$ cat src/rtl/vblank_update_sequencer.sv
// ---------------------------------------------------------------------------
// vblank_update_sequencer
//
// Per-frame scheduler for the game-logic update engines (ball physics, blob
// movement, score, ...). A rising edge on the VGA timing generator's vertical
// blank starts one sequence. Engines are started strictly one after another
// in index order, each with a start/done handshake. Clients that do not
// answer in time are abandoned and flagged. Work still running when active
// video resumes (vblank falls) is flagged as a frame overrun.
//
// Ports
//   pclk_i         pixel clock, all logic on the rising edge
//   rst_ni         asynchronous active-low reset
//   vblnk_i        vertical blank from the timing generator (pclk domain)
//   enable_i       1 = begin a sequence at each vblank rising edge
//   done_i         per-engine done, only looked at while that engine is awaited
//   err_clr_i      one-cycle pulse clearing overrun_o and timeout_err_o
//   start_o        one-hot, one-cycle start pulse to the engine being launched
//   active_idx_o   index of the engine currently started/awaited
//   seq_busy_o     1 while a sequence is in progress
//   frame_cnt_o    number of completed sequences (wraps)
//   overrun_o      sticky: vblank fell while a sequence was still running
//   timeout_err_o  sticky per-engine timeout flags
// ---------------------------------------------------------------------------
module vblank_update_sequencer #(
  parameter int NUM_CLIENTS    = 4,
  parameter int TIMEOUT_CYCLES = 16384,
  parameter int FCNT_W         = 16
) (
  input  logic                   pclk_i,
  input  logic                   rst_ni,
  input  logic                   vblnk_i,
  input  logic                   enable_i,
  input  logic [NUM_CLIENTS-1:0] done_i,
  input  logic                   err_clr_i,
  output logic [NUM_CLIENTS-1:0] start_o,
  output logic [2:0]             active_idx_o,
  output logic                   seq_busy_o,
  output logic [FCNT_W-1:0]      frame_cnt_o,
  output logic                   overrun_o,
  output logic [NUM_CLIENTS-1:0] timeout_err_o
);

  // Index width sized to the client count so done_i/start selects stay exact.
  localparam int IW = (NUM_CLIENTS > 1) ? $clog2(NUM_CLIENTS) : 1;
  localparam int TW = (TIMEOUT_CYCLES > 1) ? $clog2(TIMEOUT_CYCLES) : 1;
  localparam logic [TW-1:0] TIMER_LAST = TW'(TIMEOUT_CYCLES - 1);
  localparam logic [IW-1:0] IDX_LAST   = IW'(NUM_CLIENTS - 1);

  typedef enum logic [1:0] {
    IDLE,
    START,
    WAIT,
    NEXT
  } state_e;

  state_e                 state_q, state_d;
  logic [IW-1:0]          idx_q, idx_d;
  logic [TW-1:0]          timer_q, timer_d;
  logic                   busy_q, busy_d;
  logic [FCNT_W-1:0]      fcnt_q, fcnt_d;
  logic                   ovr_q, ovr_d;
  logic [NUM_CLIENTS-1:0] terr_q, terr_d;
  logic [NUM_CLIENTS-1:0] start_q, start_d;
  logic                   vblnk_q;

  logic                   rise, fall;
  logic [NUM_CLIENTS-1:0] terrSet;

  assign rise = vblnk_i & ~vblnk_q;
  assign fall = ~vblnk_i & vblnk_q;

  always_comb begin
    state_d = state_q;
    idx_d   = idx_q;
    timer_d = timer_q;
    busy_d  = busy_q;
    fcnt_d  = fcnt_q;
    start_d = '0;
    terrSet = '0;

    case (state_q)
      // A rise while a sequence runs never reaches here, so missed frames
      // are simply dropped rather than queued.
      IDLE: begin
        if (rise && enable_i) begin
          state_d = START;
          idx_d   = '0;
          busy_d  = 1'b1;
        end
      end
      START: begin
        timer_d = '0;
        state_d = WAIT;
      end
      // done is checked before the timeout so a reply on the last allowed
      // cycle still counts as success. The timer saturates instead of wrapping.
      WAIT: begin
        if (timer_q != '1) begin
          timer_d = timer_q + TW'(1);
        end
        if (done_i[idx_q]) begin
          state_d = NEXT;
        end else if (timer_q == TIMER_LAST) begin
          terrSet[idx_q] = 1'b1;
          state_d        = NEXT;
        end
      end
      NEXT: begin
        if (idx_q == IDX_LAST) begin
          state_d = IDLE;
          idx_d   = '0;
          busy_d  = 1'b0;
          fcnt_d  = fcnt_q + FCNT_W'(1);
        end else begin
          idx_d   = idx_q + IW'(1);
          state_d = START;
        end
      end
      default: begin
        state_d = IDLE;
      end
    endcase

    // start is registered together with the move into START, so it is high
    // exactly for the cycle the FSM spends in START.
    if (state_d == START) begin
      start_d[idx_d] = 1'b1;
    end
  end

  // Sticky error flags: a new error in the same cycle as err_clr survives.
  assign ovr_d  = (fall & busy_q) | (ovr_q & ~err_clr_i);
  assign terr_d = terrSet | (terr_q & ~{NUM_CLIENTS{err_clr_i}});

  always_ff @(posedge pclk_i or negedge rst_ni) begin
    if (!rst_ni) begin
      state_q <= IDLE;
      idx_q   <= '0;
      timer_q <= '0;
      busy_q  <= 1'b0;
      fcnt_q  <= '0;
      ovr_q   <= 1'b0;
      terr_q  <= '0;
      start_q <= '0;
      vblnk_q <= 1'b0;
    end else begin
      state_q <= state_d;
      idx_q   <= idx_d;
      timer_q <= timer_d;
      busy_q  <= busy_d;
      fcnt_q  <= fcnt_d;
      ovr_q   <= ovr_d;
      terr_q  <= terr_d;
      start_q <= start_d;
      vblnk_q <= vblnk_i;
    end
  end

  assign start_o       = start_q;
  assign active_idx_o  = 3'(idx_q);
  assign seq_busy_o    = busy_q;
  assign frame_cnt_o   = fcnt_q;
  assign overrun_o     = ovr_q;
  assign timeout_err_o = terr_q;

endmodule
$ cat config.mk
export PLATFORM = sky130hd
export DESIGN_NAME = vblank_update_sequencer
export DESIGN_NICKNAME = d
export VERILOG_FILES = /design/src/rtl/vblank_update_sequencer.sv
export SDC_FILE = /design/constraint.sdc
export NUM_CORES = 1
export LEC_CHECK = 0
export ABC_AREA = 1
export CAP_MARGIN = 40
export CORE_UTILIZATION = 55
export CTS_BUF_LIST = sky130_fd_sc_hd__clkbuf_4
export DETAILED_ROUTE_END_ITERATION = 8
export PLACE_DENSITY_LB_ADDON = 0.3
export SLEW_MARGIN = 20
export SYNTH_ARGS = -nofsm -noshare
export SYNTH_HDL_FRONTEND = slang
export SYNTH_SLANG_ARGS = --single-unit
$ cat constraint.sdc
create_clock -name pclk_i -period 1.6 [get_ports pclk_i]
set_input_delay 0.32 -clock pclk_i [delete_from_list [all_inputs] [get_ports pclk_i]]
set_output_delay 0.32 -clock pclk_i [all_outputs]
set_load 0.03 [all_outputs]
==> results of run 1 <==
-- what timing repair did --
action	4_1_cts	5_1_grt
hold buffers	1	0
resized for setup	32	19
pin swaps	0	4
endpoints found under the hold margin	45	0
buffers inserted	0	3
setup endpoints to repair	32	17
-- per-layer routing --
metal  track usage [%]  wire [µm]  up-vias
met5                 0          0        -
met4              9.38         70        0
met3              4.67        155        7
met2              39.2       2600       44
met1              29.7       2240      982
li1                  -          -     1043
-- path summary, 6_finish.rpt --
check,from,to,slack (ns),cells past startpoint
worst max-delay path,idx_q[0]$_DFF_PN0_,active_idx_o[0],0.04,2
worst min-delay path,rst_ni,timer_q[7]$_DFFE_PN0P_,0.45,3
worst max register to register,state_q[0]$_DFF_PN0_,start_o[0]$_DFF_PN0_,0.06,8
worst min register to register,frame_cnt_o[4]$_DFFE_PN0P_,frame_cnt_o[4]$_DFFE_PN0P_,0.52,1
max in group asynchronous,rst_ni,state_q[0]$_DFF_PN0_,0.92,3
min in group pclk_i,frame_cnt_o[4]$_DFFE_PN0P_,frame_cnt_o[4]$_DFFE_PN0P_,0.52,1
-- state kept, by name (all words and copies together) (netlist names) --
register	flops
idx_q	2
frame_cnt_o	16
timer_q	14
vblnk_q	1
timeout_err_o	4
overrun_o	1
state_q	2
seq_busy_o	1
start_o	4
-- kinds of logic (layout without fill, tap and decap cells) --
family	after synthesis	after routing	synth area share [%]
buffers and inverters	55	117	8.74
AO/OA/AOI/OAI	20	20	4.60
adder cells (fa/ha/maj)	10	10	5.17
XOR/XNOR	18	18	6.52
other	1	1	0.155
AND/OR/NAND/NOR	149	149	28.2
flip-flops	45	45	46.6
-- power breakdown --
group	leakage [nW]	internal, mW	switching, mW
registers	0.605	1.30	0.145
clock network	0.0459	0.350	0.382
logic	1.02	0.648	1.06
-- cells in the final DEF, fill, tap and decap left out, types with 7 or more instances in the layout --
cell	synthesis	routed
sky130_fd_sc_hd__nor3_1	9	9
sky130_fd_sc_hd__nand3_1	22	21
sky130_fd_sc_hd__nor2_1	20	20
sky130_fd_sc_hd__inv_1	52	49
sky130_fd_sc_hd__nand2_1	83	83
sky130_fd_sc_hd__xor2_1	12	12
sky130_fd_sc_hd__dlygate4sd2_1	0	21
sky130_fd_sc_hd__dfrtp_1	45	41
sky130_fd_sc_hd__buf_4	1	17
sky130_fd_sc_hd__clkdlybuf4s50_1	0	7
-- worst max-delay path: cells and delay by family (launching register included) --
kind / cells / cell delay [ns]
buf+inv: 2 / 0.44
flops: 1 / 0.45
-- cell usage after synthesis (all sizes together) --
cell type  number
nor2           23
nand3          23
xor2           12
xnor2           6
ha             10
clkinv          1
o22ai           6
nand4           2
nor3           11
a21oi           4
buf             1
conb            1
a31oi           1
o21ai           8
inv            53
o21a            1
nand2          90
dfrtp          45
-- through the flow --
step	power (mW)	cells	setup TNS (ns)	hold WS (ns)	setup slack (ns)
2_1_floorplan	2.42	298	0	0.0244	0.00412
3_3_place_gp	2.99	398	-0.00505	0.315	-0.00256
3_5_place_dp	3.03	398	-0.0687	0.321	-0.0374
4_1_cts	3.73	407	0	0.448	0.0164
5_1_grt	4.16	410	-0.0157	0.464	-0.0107
6_report	3.89	410	0	0.449	0.0367
-- cell type report --
cell class              instances  area (µm²)  area share [%]
well taps                      50        62.6            2.02
inverters                      54         204            6.60
multi-input cells             198        1130            36.4
repair buffers                 55         483            15.6
flip-flops and latches         45        1130            36.6
clock buffers                   6        45.0            1.46
clock inverters                 2        38.8            1.26
==> results.txt, run 1 <==
Synthesized area per cell -> 8.12 µm²
Layout cells sized above 1 -> 15.6%
Maximum fanout encountered on the critical timing path -> 5
Number of global-route vias before repair -> 1858
Post-route standard cell area excluding fillers -> 3090 µm²
Placer's final routability congestion estimate -> 0.863
Post-route core utilization -> 75.1%
Detail Route Antenna Nets -> 0
Syn Std Cell Area -> 2420 µm²
Final Max Slew Viols -> 0
Count of distinct cell types in the synthesized netlist -> 26
TritonCTS sink count -> 45
Core Region -> 4120 µm²
Maximum frequency from static timing analysis -> 0.640 GHz
Tmin final -> 1.56 ns
Global-route wire length before repair -> 8020 µm
Worst setup path class -> reg -> out
Run status -> finished clean
VDD IR-drop max -> 1.02 mV
Cells traversed along the worst timing path -> buf_4, clkdlybuf4s15_2
Crit-path slowest cell -> sky130_fd_sc_hd__dfrtp_2
Required time of the critical path -> 1.28 ns
Post-detailed-route via-to-cell ratio -> 5.06
Total power divided by cell area -> 1260 nW/µm²
TritonCTS buffer count -> 5
Class of the worst hold path -> in -> async
Post-route clock period utilization -> 97.7%
RSZ-0062 raised after global routing -> yes
Remaining global-route overflow -> 0
Pleak -> 1.67 nW
Post-detailed-placement cell area -> 2960 µm²
CTS root buf -> sky130_fd_sc_hd__clkbuf_4
Yosys warns -> 0
Total detailed-routing wirelength -> 5070 µm
Pin count of the biggest net entering global routing -> 46
Number of synthesized register bits -> 45
Initial standard-cell utilization of the core -> 58.8%
Worst clock skew -> 0.0127 ns
Fill cell count -> 315
Die height -> 68.3 µm
X dimension of the die -> 68.3 µm
Boundary Pins -> 38
Post-synthesis sequential area ratio -> 46.6%
Biggest area contributors in the synthesized netlist -> sky130_fd_sc_hd__dfrtp_1 (47%), sky130_fd_sc_hd__nand2_1 (13%), sky130_fd_sc_hd__inv_1 (8.1%)
H-tree levels -> 2
Ant diodes -> 0
Final routed DRC violation total -> 0
1st-pass router iterations -> 4
Nets@finish -> 378
Max_cap viols -> 0
Synthesized netlist net count -> 317
Mapped Cells -> 298
Top cell type by total area after synthesis -> sky130_fd_sc_hd__dfrtp_1
Via total after detailed routing -> 2076
Row count -> 23
GRT Overall Usage -> 23.5%
Later-pin clock latency in the skew report -> 0.37 ns
Maximum count of clock buffers along a single path -> 2
PortBufs -> 36
Die Outline Area -> 4670 µm²
CP max stage delay -> 0.45 ns
Startpoint class of the critical path -> flop
Clock tree from TritonCTS -> yes
# setup viols final -> 0
Post-detailed-route wirelength per cell -> 12.4 µm
Arrival time at the worst endpoint -> 1.24 ns
Clock Pin Slew Worst Setup and Hold Paths -> 0.13 ns
Initial DRC count -> 71
Endpoint kind of the worst setup timing path -> output pin
Area Growth Syn to Fin -> 27.8%
HPWL reported at the end of detailed placement -> 3570 µm
Initial antenna violation count -> 0
Final hold violations -> 0
Area share of the largest cell type after synthesis -> 46.6%
(Power assumes the default switching activity.)
==> run 2, diff against run 1 <==
Settings changed: CAP_MARGIN 40 to unset.
==> results of run 2 <==
The final DEF is identical to that of run 1; final timing and power are the same.
==> run 3, diff against run 2 <==
Settings changed: SLEW_MARGIN 20 to 10.
==> results of run 3 <==
The final DEF is identical to that of run 1; final timing and power are the same.
